## config.mk

```make
export PLATFORM = sky130hd
export DESIGN_NAME = control_maxpool_kxk_flat
export DESIGN_NICKNAME = d
export VERILOG_FILES = /design/src/rtl/control_maxpool_kxk_pkg.sv /design/src/rtl/control_maxpool_kxk_if.sv /design/src/rtl/control_maxpool_kxk_valid_pipe.sv /design/src/rtl/control_maxpool_kxk.sv /design/src/flat_wrapper.sv
export SDC_FILE = /design/constraint.sdc
export NUM_CORES = 1
export LEC_CHECK = 0
export CAP_MARGIN = 20
export CELL_PAD_IN_SITES_DETAIL_PLACEMENT = 2
export CELL_PAD_IN_SITES_GLOBAL_PLACEMENT = 2
export CORE_MARGIN = 5
export CORE_UTILIZATION = 30
export CTS_CLUSTER_SIZE = 30
export DETAILED_ROUTE_END_ITERATION = 7
export PLACE_DENSITY_LB_ADDON = 0.2
export SETUP_SLACK_MARGIN = 0.4
export SKIP_CTS_REPAIR_TIMING = 1
export SLEW_MARGIN = 10
export SYNTH_ARGS = -nofsm -noshare
export SYNTH_HDL_FRONTEND = slang
export SYNTH_SLANG_ARGS = --single-unit
```

## constraint.sdc

```tcl
create_clock -name clk -period 1.6 [get_ports clk]
set_input_delay 0.4 -clock clk [delete_from_list [all_inputs] [get_ports clk]]
set_output_delay 0.4 -clock clk [all_outputs]
set_load 0.03 [all_outputs]
```

## src/rtl/control_maxpool_kxk_pkg.sv

```systemverilog
// maxpool_pkg: shared FSM state type, default geometry and index-width helper
// Used by the interface and the top so port widths always agree.
package maxpool_pkg;
   typedef enum logic [1:0] {IDLE, FILL, RUN, DRAIN} state_t;
   localparam int DEF_WIDTH    = 5;
   localparam int DEF_HEIGHT   = 5;
   localparam int DEF_TREE_LAT = 2;
   // Counter width for a range of n values; never narrower than one bit.
   function automatic int idx_w(input int n);
      return (n > 1) ? $clog2(n) : 1;
   endfunction
endpackage

```

## src/rtl/control_maxpool_kxk_if.sv

```systemverilog
// control_maxpool_kxk_if: pixel-stream control bus for the KxK max-pool controller
// master drives valid_in/clear; slave returns window/pipeline enables,
// pooled-valid, frame position, busy and frame_done.
interface control_maxpool_kxk_if
   import maxpool_pkg::*;
#(
   parameter int WIDTH    = DEF_WIDTH,
   parameter int HEIGHT   = DEF_HEIGHT,
   parameter int TREE_LAT = DEF_TREE_LAT
);
   logic                     valid_in;
   logic                     clear;
   logic                     valid_out_line;
   logic [TREE_LAT-1:0]      tree_en;
   logic                     valid_out;
   logic [idx_w(WIDTH)-1:0]  col_idx;
   logic [idx_w(HEIGHT)-1:0] row_idx;
   logic                     busy;
   logic                     frame_done;
   modport master (
      output valid_in, clear,
      input  valid_out_line, tree_en, valid_out, col_idx, row_idx, busy, frame_done
   );
   modport slave (
      input  valid_in, clear,
      output valid_out_line, tree_en, valid_out, col_idx, row_idx, busy, frame_done
   );
endinterface

```

## src/rtl/control_maxpool_kxk_valid_pipe.sv

```systemverilog
// control_valid_pipe: DEPTH-stage shift register carrying W-bit valid tags
// clk/rst (async active-low), clear (sync flush), d in, q[i] = d delayed i+1 cycles.
module control_valid_pipe #(
   parameter int DEPTH = 3,
   parameter int W     = 1
) (
   input  logic                  clk,
   input  logic                  rst,
   input  logic                  clear,
   input  logic [W-1:0]          d,
   output logic [DEPTH-1:0][W-1:0] q
);
   always_ff @(posedge clk or negedge rst)
      if (!rst)
         q <= '0;
      else if (clear)
         q <= '0;
      else
         q <= {q[DEPTH-2:0], d};
endmodule

```

## src/rtl/control_maxpool_kxk.sv

```systemverilog
// control_maxpool_kxk: raster-scan window/valid controller for a KxK stride-S max pool
// clk, rst (async active-low), bus (slave): valid_in/clear in; valid_out_line,
// tree_en, valid_out, col_idx/row_idx (next pixel), busy, frame_done out.
module control_maxpool_kxk
   import maxpool_pkg::*;
#(
   parameter int WIDTH    = DEF_WIDTH,
   parameter int HEIGHT   = DEF_HEIGHT,
   parameter int K        = 3,
   parameter int STRIDE   = 1,
   parameter int TREE_LAT = DEF_TREE_LAT
) (
   input logic                  clk,
   input logic                  rst,
   control_maxpool_kxk_if.slave bus
);
   localparam int CW     = idx_w(WIDTH);
   localparam int RW     = idx_w(HEIGHT);
   localparam int PW     = idx_w(STRIDE);
   // Position of the final window; trailing partial strides never produce one.
   localparam int LAST_C = K - 1 + ((WIDTH - K) / STRIDE) * STRIDE;
   localparam int LAST_R = K - 1 + ((HEIGHT - K) / STRIDE) * STRIDE;
   state_t                    state;
   logic [CW-1:0]             col;
   logic [RW-1:0]             row;
   logic [PW-1:0]             col_ph, row_ph;
   logic                      col_end, row_end, hit, last, pend;
   logic [TREE_LAT:0][1:0]    pq;
   assign col_end = col == CW'(WIDTH - 1);
   assign row_end = row == RW'(HEIGHT - 1);
   // Phases are forced to zero on entering column/row K-1, so phase 0 marks a stride step.
   assign hit  = bus.valid_in && row >= RW'(K - 1) && col >= CW'(K - 1) && row_ph == '0 && col_ph == '0;
   assign last = hit && row == RW'(LAST_R) && col == CW'(LAST_C);
   // Anything still in flight besides the stage leaving as valid_out this cycle.
   assign pend = |pq[TREE_LAT-1:0];
   always_ff @(posedge clk or negedge rst)
      if (!rst) begin
         state  <= IDLE;
         col    <= '0;
         row    <= '0;
         col_ph <= '0;
         row_ph <= '0;
      end else if (bus.clear) begin
         state  <= IDLE;
         col    <= '0;
         row    <= '0;
         col_ph <= '0;
         row_ph <= '0;
      end else begin
         if (bus.valid_in) begin
            col    <= col_end ? '0 : col + 1'b1;
            col_ph <= (col_end || col == CW'(K - 2) || col_ph == PW'(STRIDE - 1)) ? '0 : col_ph + 1'b1;
            if (col_end) begin
               row    <= row_end ? '0 : row + 1'b1;
               row_ph <= (row_end || row == RW'(K - 2) || row_ph == PW'(STRIDE - 1)) ? '0 : row_ph + 1'b1;
            end
         end
         case (state)
            IDLE:    if (bus.valid_in) state <= FILL;
            FILL:    if (bus.valid_in && col_end && row == RW'(K - 2)) state <= RUN;
            RUN:     if (bus.valid_in && col_end && row_end) state <= DRAIN;
            default: state <= bus.valid_in ? FILL : (pend ? DRAIN : IDLE);
         endcase
      end
   control_valid_pipe #(.DEPTH(TREE_LAT + 1), .W(2)) u_pipe (
      .clk   (clk),
      .rst   (rst),
      .clear (bus.clear),
      .d     ({last, hit}),
      .q     (pq)
   );
   always_comb begin
      bus.tree_en = '0;
      for (int i = 0; i < TREE_LAT; i++) bus.tree_en[i] = pq[i][0];
   end
   assign bus.valid_out_line = pq[0][0];
   assign bus.valid_out      = pq[TREE_LAT][0];
   assign bus.frame_done     = pq[TREE_LAT][1];
   assign bus.col_idx        = col;
   assign bus.row_idx        = row;
   assign bus.busy           = state != IDLE;
endmodule

```

## src/flat_wrapper.sv

```systemverilog
// flat-port wrapper written by rule: the top's interface ports become plain ports
module control_maxpool_kxk_flat import maxpool_pkg::*;
#(
   parameter int WIDTH    = DEF_WIDTH,
   parameter int HEIGHT   = DEF_HEIGHT,
   parameter int K        = 3,
   parameter int STRIDE   = 1,
   parameter int TREE_LAT = DEF_TREE_LAT
)
  (clk, rst, bus_valid_in, bus_clear, bus_valid_out_line, bus_tree_en, bus_valid_out, bus_col_idx, bus_row_idx, bus_busy, bus_frame_done);
  control_maxpool_kxk_if #(.WIDTH(WIDTH), .HEIGHT(HEIGHT), .TREE_LAT(TREE_LAT)) bus_i ();
  input logic clk;
  input logic rst;
  input wire logic [$bits(bus_i.valid_in)-1:0] bus_valid_in;
  input wire logic [$bits(bus_i.clear)-1:0] bus_clear;
  output wire logic [$bits(bus_i.valid_out_line)-1:0] bus_valid_out_line;
  output wire logic [$bits(bus_i.tree_en)-1:0] bus_tree_en;
  output wire logic [$bits(bus_i.valid_out)-1:0] bus_valid_out;
  output wire logic [$bits(bus_i.col_idx)-1:0] bus_col_idx;
  output wire logic [$bits(bus_i.row_idx)-1:0] bus_row_idx;
  output wire logic [$bits(bus_i.busy)-1:0] bus_busy;
  output wire logic [$bits(bus_i.frame_done)-1:0] bus_frame_done;
  assign bus_i.valid_in = bus_valid_in;
  assign bus_i.clear = bus_clear;
  assign bus_valid_out_line = bus_i.valid_out_line;
  assign bus_tree_en = bus_i.tree_en;
  assign bus_valid_out = bus_i.valid_out;
  assign bus_col_idx = bus_i.col_idx;
  assign bus_row_idx = bus_i.row_idx;
  assign bus_busy = bus_i.busy;
  assign bus_frame_done = bus_i.frame_done;
  control_maxpool_kxk #(.WIDTH(WIDTH), .HEIGHT(HEIGHT), .K(K), .STRIDE(STRIDE), .TREE_LAT(TREE_LAT)) u_core (.clk(clk), .rst(rst), .bus(bus_i));
endmodule
```

==> metrics.md, run 1 <==
| Metric | Value |
|---|---|
| Pwr dens | `941.4 mW/mm²` |
| Maximum clock path buffer count | `2` |
| Hold Slack | `0.4106 ns` |
| Top delay family on crit path | `flip-flops` |
| Vias in the first global route | `788` |
| Kind of end point of the critical path | `output pin` |
| Worst R2R End | `u_core.state[1]` |
| IO Port Bufs | `15` |
| Setup TNS Final | `0 ns` |
| Period utilisation layout | `0.9669` |
| H-tree Lvls | `1` |
| R2r setup slk | `0.07 ns` |
| Fmax achieved | `646.4 MHz` |
| RSZ-0062 raised after global routing | `yes` |
| Synth warn | `0` |
| Relative slew margins | `0.7752` |
| Die area | `0.004154 mm²` |
| Overall power | `1.319 mW` |
| Tot GR Track Use | `0.1251` |
| Multi-input logic area | `538.0 µm²` |
| Worst-margin pin slew | `0.3342 ns` |
| Leak | `0.6443 nW` |
| CTS tree | `yes` |
| Syn avg cell area | `10.34 µm²` |
| Switching share of power | `0.3579` |
| Worst-path clk slew | `0.10 ns` |
| Row cnt | `19` |
| Seq pwr share | `0.344` |
| P_sw | `0.4721 mW` |
| Setup ws final | `0.05289 ns` |
| Critical Path Most Common Cell | `inv_2` |
| Syn Inst Count | `86` |
| Run status | `finished, final reports clean` |
| Worst Setup Slack post-DPL | `-0.3024 ns` |
| Worst skew pair latency | `0.30 ns` |
| Final setup fails | `0` |
| Critical path peak fanout | `3` |
| Antenna fix cells | `0` |
| HPWL Detailed | `1.761 mm` |
| Fin Clk Skew | `0.01034 ns` |
| Slew Limit Fails | `0` |
| FILL cells | `289` |
| Post-synth top area cell | `dfrtp_1` |
| Non-filler cells, final | `155` |
| Grt ovf | `0` |
| Final nets | `139` |
| Clock power share | `0.177` |
| Antenna Nets Post-Route | `0` |
| First-pass GRT wire length | `3.912 mm` |
| CP Buf/Inv Count | `3` |
| Min Tclk post-route | `1.547 ns` |
| Total core area | `0.002805 mm²` |
| # IOs | `16` |
| Sequential-to-total area share from yosys stat | `0.4501` |
| Placed insts | `135` |
| CP required | `1.20 ns` |
| Synth top area cells | `dfrtp_1, ha_1, nor2_1` |
| DR WL/cell | `16.97 µm` |
| Largest net degree at the start of global routing | `17` |
| Flops & latches, synth | `16` |
| VDD IR-drop max | `0.0003333 V` |
| Hold crit path type | `in2async` |
| Critical path's largest stage delay | `0.42 ns` |
| Layout cell share with drive strength beyond 1 | `0.5403` |
| Reg2reg start | `u_core.state[0]` |
| Logic pwr share | `0.478` |
| Iteration-0 DRC Markers | `10` |
| Die X-Extent | `64.46 µm` |
| WL final | `2.631 mm` |
| Die Y | `64.46 µm` |
| Post-synth top area share | `0.4501` |
| Int Pwr | `0.8471 mW` |
| GP Congestion | `0.7572` |
| Crit start category | `flop` |
| Fin. Hold Viols | `0` |
| Reg2Reg Depth | `7` |
| Max cap viols | `0` |
| Initial antenna violation count | `0` |
| Via density | `5.052` |
| FF/Latch Area | `407.9 µm²` |
| Detailed Routing Iterations Pass 1 | `5` |
| Crit path kind | `reg2out` |
| Mapped cell area | `889.6 µm²` |
| Initial core utilization | `0.3171` |
| Clk root buf | `clkbuf_4` |
| Layout area overhead | `57.52%` |
| Post-route DRC | `0` |
| Crit path DAT | `1.15 ns` |
| Max stage delay cell, worst path | `dfrtp_1` |
| Crit-path cells | `inv_2 -> ha_4 -> inv_2 -> buf_6` |
| Syn Nets | `100` |
| CTS sink cnt | `16` |
| Post-synth cell types | `29` |
| Vias | `783` |
| TritonCTS buffer count | `3` |
[per-layer routing]
layer	global-route usage	part of all wire
met2	0.2088	0.56
met5	0	0
met1	0.1476	0.39
met3	0.02418	0.025
met4	0.07916	0.025
[power by group through the flow]
stage	Combinational [mW]	Clock [mW]	Sequential, mW
2_1_floorplan	0.269	0	0.471
3_3_place_gp	0.381	0	0.465
4_1_cts	0.407	0.254	0.461
5_1_grt	0.690	0.274	0.459
6_report	0.631	0.234	0.454
3_5_place_dp	0.405	0	0.469
[layout by cell type (no fill, tap or decap)]
| cell | Yosys | routed |
|---|---|---|
| a211oi_1 | 3 | 2 |
| a211oi_2 | 0 | 1 |
| a21oi_1 | 5 | 5 |
| a21oi_2 | 1 | 1 |
| a21oi_4 | 1 | 1 |
| a311oi_2 | 0 | 1 |
| a31o_1 | 1 | 1 |
| buf_12 | 0 | 1 |
| buf_4 | 3 | 21 |
| buf_6 | 0 | 12 |
| clkbuf_1 | 1 | 1 |
| clkbuf_4 | 0 | 3 |
| clkdlybuf4s50_1 | 0 | 1 |
| dfrtp_1 | 16 | 10 |
| dfrtp_2 | 0 | 6 |
| dlymetal6s2s_1 | 0 | 3 |
| ha_1 | 10 | 6 |
| ha_4 | 0 | 4 |
| inv_2 | 1 | 8 |
| mux2i_1 | 1 | 1 |
| nand2_1 | 5 | 4 |
| nand2_2 | 0 | 1 |
| nand2b_1 | 1 | 1 |
| nand3_1 | 1 | 1 |
| nand3_4 | 0 | 1 |
| nand3b_1 | 1 | 1 |
| nand4_4 | 0 | 1 |
| nor2_1 | 8 | 7 |
| nor2_4 | 0 | 1 |
| nor2b_1 | 4 | 4 |
| nor3_1 | 3 | 3 |
| nor3b_1 | 2 | 1 |
| nor3b_2 | 0 | 1 |
| nor4_1 | 2 | 1 |
| nor4_2 | 0 | 1 |
| o21ai_1 | 1 | 3 |
| o21ai_4 | 1 | 1 |
| o21ba_4 | 0 | 1 |
| xnor2_1 | 1 | 1 |
[area by class of cell]
type | count | share of cell area
Multi-Input combinational cell | 58 | 0.3839
Sequential cell | 16 | 0.2911
Timing Repair Buffer | 38 | 0.2571
Clock buffer | 4 | 0.01875
Tap cell | 31 | 0.02768
Inverter | 8 | 0.02143
[sequential cells by signal, summed over array words and instances (netlist names)]
signal and flops:
u_core.bus.row_idx 3, u_core.u_pipe.q 6, u_core.row_ph 1, u_core.bus.col_idx 3, u_core.col_ph 1, u_core.state 2
[logic make-up (layout without fill, tap and decap cells)]
kind of cell,Yosys count,count (layout),synth area share
AO/OA/AOI/OAI,17,17,0.1477
XOR/XNOR,1,1,0.009847
adder cells (fa/ha/maj),10,10,0.1406
buffers and inverters,12,50,0.06329
flip-flops,16,16,0.4501
multiplexers,1,1,0.01125
AND/OR/NAND/NOR,29,29,0.1772
[worst max path at each step]
| stage | to | from | cells after the start |
|---|---|---|---|
| floorplan | u_core.state[0] | u_core.bus.row_idx[1] | 6 |
| global placement | u_core.state[1] | bus_valid_in | 5 |
| detailed placement | u_core.state[1] | bus_valid_in | 5 |
| CTS | bus_row_idx[0] | u_core.bus.row_idx[0] | 1 |
| global route | u_core.state[1] | u_core.state[1] | 7 |
| finish | bus_busy | u_core.state[0] | 4 |
[worst reg2reg max path, stage by stage (launching register included)]
cell,delay (ns)
dfrtp_1,0.40
inv_2,0.09
ha_4,0.17
buf_4,0.14
o21ba_4,0.20
a21oi_4,0.16
a21oi_2,0.09
a311oi_2,0.20
[cell usage after synthesis, drive strengths merged]
cell,count
xnor2,1
buf,3
o21ba,1
dfrtp,16
nand4,1
a21oi,7
clkbuf,1
a311oi,1
nand3b,1
nand3,2
nor4,2
nand2,5
mux2i,1
nand2b,1
nor2b,4
a211oi,3
ha,10
a31o,1
nor3,3
nor3b,2
o21ai,4
nor2,8
inv,8
[stage by stage]
step                utilization  area, µm²
floorplan                     -      940.9
global placement         0.4095       1149
detailed placement       0.4095       1149
CTS                      0.4188       1175
global route             0.4996       1401
finish                   0.4996       1401
Note: power is estimated with default switching activity, not from simulation.
==> inputs of run 2 (changes only) <==
Settings changed: CELL_PAD_IN_SITES_DETAIL_PLACEMENT 2 to 0, CELL_PAD_IN_SITES_GLOBAL_PLACEMENT 2 to 1, CORE_ASPECT_RATIO set to 1.1.
==> run 2 against run 1 <==
Compared with the run above:
- final area fell by 0.98%
- worst hold slack better by 0.023 ns
- flip-flop and latch count unchanged
- routed wire length shrank 26%
- die area about the same
- register-to-register slack better by 0.03 ns
- critical path type unchanged
- global-route usage fell by 2.6 points
- clock power up 14%
- non-clock buffer count down 3
- clock skew shrank 0.0090 ns
- maximum frequency is 2.9% higher
- combinational power decreased by 18%
- highest routed layer unchanged
==> metrics.md, run 2 (synthesis gave the netlist of run 1 again) <==
| Metric | Value |
|---|---|
| Run status | `finished, final reports clean (unchanged)` |
| Largest net degree at the start of global routing | `17 (unchanged)` |
| Post-route DRC | `0 (unchanged)` |
| CP Buf/Inv Count | `3 (unchanged)` |
| IO Port Bufs | `15 (unchanged)` |
| Met2 routed WL | `1.070 mm (was 1.486 mm)` |
| Slew Limit Fails | `0 (unchanged)` |
| Hold Slack | `0.4341 ns (was 0.4106 ns)` |
| Hold crit path type | `in2async (unchanged)` |
| VDD IR-drop max | `0.0007705 V (was 0.0003333 V)` |
| Final nets | `136 (was 139)` |
| DR WL/cell | `12.67 µm (was 16.97 µm)` |
| FILL cells | `273 (was 289)` |
| Met3 WL post-DR | `81 µm (was 65 µm)` |
| # IOs | `16 (unchanged)` |
| DR top layer | `met4 (unchanged)` |
| Min Tclk post-route | `1.503 ns (was 1.547 ns)` |
| WP depth | `4 (unchanged)` |
| Critical path peak fanout | `3 (unchanged)` |
| Antenna Nets Post-Route | `0 (unchanged)` |
| RSZ-0062 raised after global routing | `yes (unchanged)` |
| Layout cell share with drive strength beyond 1 | `0.5620 (was 0.5403)` |
| Vias | `739 (was 783)` |
| Pwr dens | `896.5 mW/mm² (was 941.4 mW/mm²)` |
| Fmax achieved | `665.4 MHz (was 646.4 MHz)` |
| Tot GR Track Use | `0.09903 (was 0.1251)` |
| TritonCTS buffer count | `3 (unchanged)` |
| CTS sink cnt | `16 (unchanged)` |
| Worst-margin pin slew | `0.3455 ns (was 0.3342 ns)` |
| CTS tree | `yes (unchanged)` |
| Worst Setup Slack post-DPL | `-0.1950 ns (was -0.3024 ns)` |
| Die X-Extent | `61.92 µm (was 64.46 µm)` |
| FF/Latch Area | `407.9 µm² (unchanged)` |
| Worst-path clk slew | `0.10 ns (about the same)` |
| Leak | `0.6272 nW (was 0.6443 nW)` |
| Crit path DAT | `1.10 ns (was 1.15 ns)` |
| Via density | `4.799 (was 5.052)` |
| Vias in the first global route | `705 (was 788)` |
| Total core area | `0.002803 mm² (was 0.002805 mm²)` |
| Antenna fix cells | `0 (unchanged)` |
| Non-filler cells, final | `154 (was 155)` |
| Iteration-0 DRC Markers | `6 (was 10)` |
| Setup ws final | `0.09708 ns (was 0.05289 ns)` |
| Most frequent cells in the layout | `buf_6, buf_4, dfrtp_1, inv_2, nor2_1 (was buf_4, buf_6, dfrtp_1, inv_2, nor2_1)` |
| Placed insts | `138 (was 135)` |
| HPWL Detailed | `1.412 mm (was 1.761 mm)` |
| Most common cell after layout, fill and taps aside | `buf_6 (was buf_4)` |
| Fin Clk Skew | `0.001304 ns (was 0.01034 ns)` |
| Max stage delay cell, worst path | `dfrtp_1 (unchanged)` |
| WL final | `1.951 mm (was 2.631 mm)` |
| Multi-input logic area | `534.3 µm² (was 538.0 µm²)` |
| Period utilisation layout | `0.9393 (was 0.9669)` |
| Reg2Reg Depth | `6 (was 7)` |
| Crit start category | `flop (unchanged)` |
| Overall power | `1.244 mW (was 1.319 mW)` |
| Die Y | `67.11 µm (was 64.46 µm)` |
| Maximum clock path buffer count | `2 (unchanged)` |
| CP required | `1.20 ns (about the same)` |
| First-pass GRT wire length | `3.029 mm (was 3.912 mm)` |
| Row cnt | `20 (was 19)` |
| Fin. Hold Viols | `0 (unchanged)` |
| Final setup fails | `0 (unchanged)` |
| Crit path kind | `reg2out (unchanged)` |
| Met1 wire length | `783 µm (was 1.013 mm)` |
| Detailed Routing Iterations Pass 1 | `4 (was 5)` |
| Top delay family on crit path | `flip-flops (unchanged)` |
| Initial antenna violation count | `0 (unchanged)` |
| Most flops, register | `u_core.u_pipe.q (unchanged)` |
| GP Congestion | `0.7084 (was 0.7572)` |
| H-tree Lvls | `1 (unchanged)` |
| Critical path's largest stage delay | `0.42 ns (about the same)` |
| Worst skew pair latency | `0.28 ns (was 0.30 ns)` |
| Relative slew margins | `0.7675 (was 0.7752)` |
| Die area | `0.004155 mm² (was 0.004154 mm²)` |
| Critical Path Most Common Cell | `inv_2 (unchanged)` |
| Crit-path cells | `inv_2 -> ha_4 -> inv_2 -> buf_6 (unchanged)` |
| Max cap viols | `0 (unchanged)` |
| Max reg flops | `6 (unchanged)` |
| Final core occ | `0.4951 (was 0.4996)` |
| Initial core utilization | `0.3174 (was 0.3171)` |
| Layout area overhead | `55.98% (was 57.52%)` |
| Kind of end point of the critical path | `output pin (unchanged)` |
| Clk root buf | `clkbuf_4 (unchanged)` |
| Grt ovf | `0 (unchanged)` |
run 2: layout make-up:
type,count,share of cell area
inverter,8,0.02164
tap,33,0.02976
sequential,16,0.2940
multi-input combinational,58,0.3850
clock buffer,4,0.02615
timing repair buffer,35,0.2435
run 2: worst paths after layout:
check | slack [ns] | start | endpoint
max in group asynchronous | 0.97 | rst | u_core.bus.col_idx[0]
hold / removal | 0.43 | rst | u_core.u_pipe.q[4]
setup reg to reg | 0.1 | u_core.state[1] | u_core.state[0]
hold reg to reg | 0.50 | u_core.u_pipe.q[1] | u_core.u_pipe.q[3]
setup / recovery | 0.1 | u_core.state[0] | bus_busy
min in group clk | 0.50 | u_core.u_pipe.q[1] | u_core.u_pipe.q[3]
run 2: per-layer routing:
layer  track usage  vias up
met2        0.1662       10
li1              -      363
met4       0.04775        0
met5             0        -
met3       0.02907        2
met1        0.1120      364
run 2: power breakdown:
group | total, mW | internal [mW] | switching [mW]
Combinational | 0.520 | 0.270 | 0.250
Clock | 0.266 | 0.138 | 0.128
Sequential | 0.458 | 0.429 | 0.0288
run 2: stage by stage:
step / instance area (µm²) / TNS (ns)
finish: 1388 / 0
global route: 1388 / 0
CTS: 1195 / -1.547
detailed placement: 1159 / -0.8086
global placement: 1159 / -0.6850
floorplan: 940.9 / 0
run 2: worst register-to-register path, stage by stage (launching register included):
cell	delay (ns)
dfrtp_1	0.42
buf_4	0.15
ha_2	0.19
o21ba_2	0.22
a21oi_4	0.14
a211oi_1	0.09
a31o_1	0.18
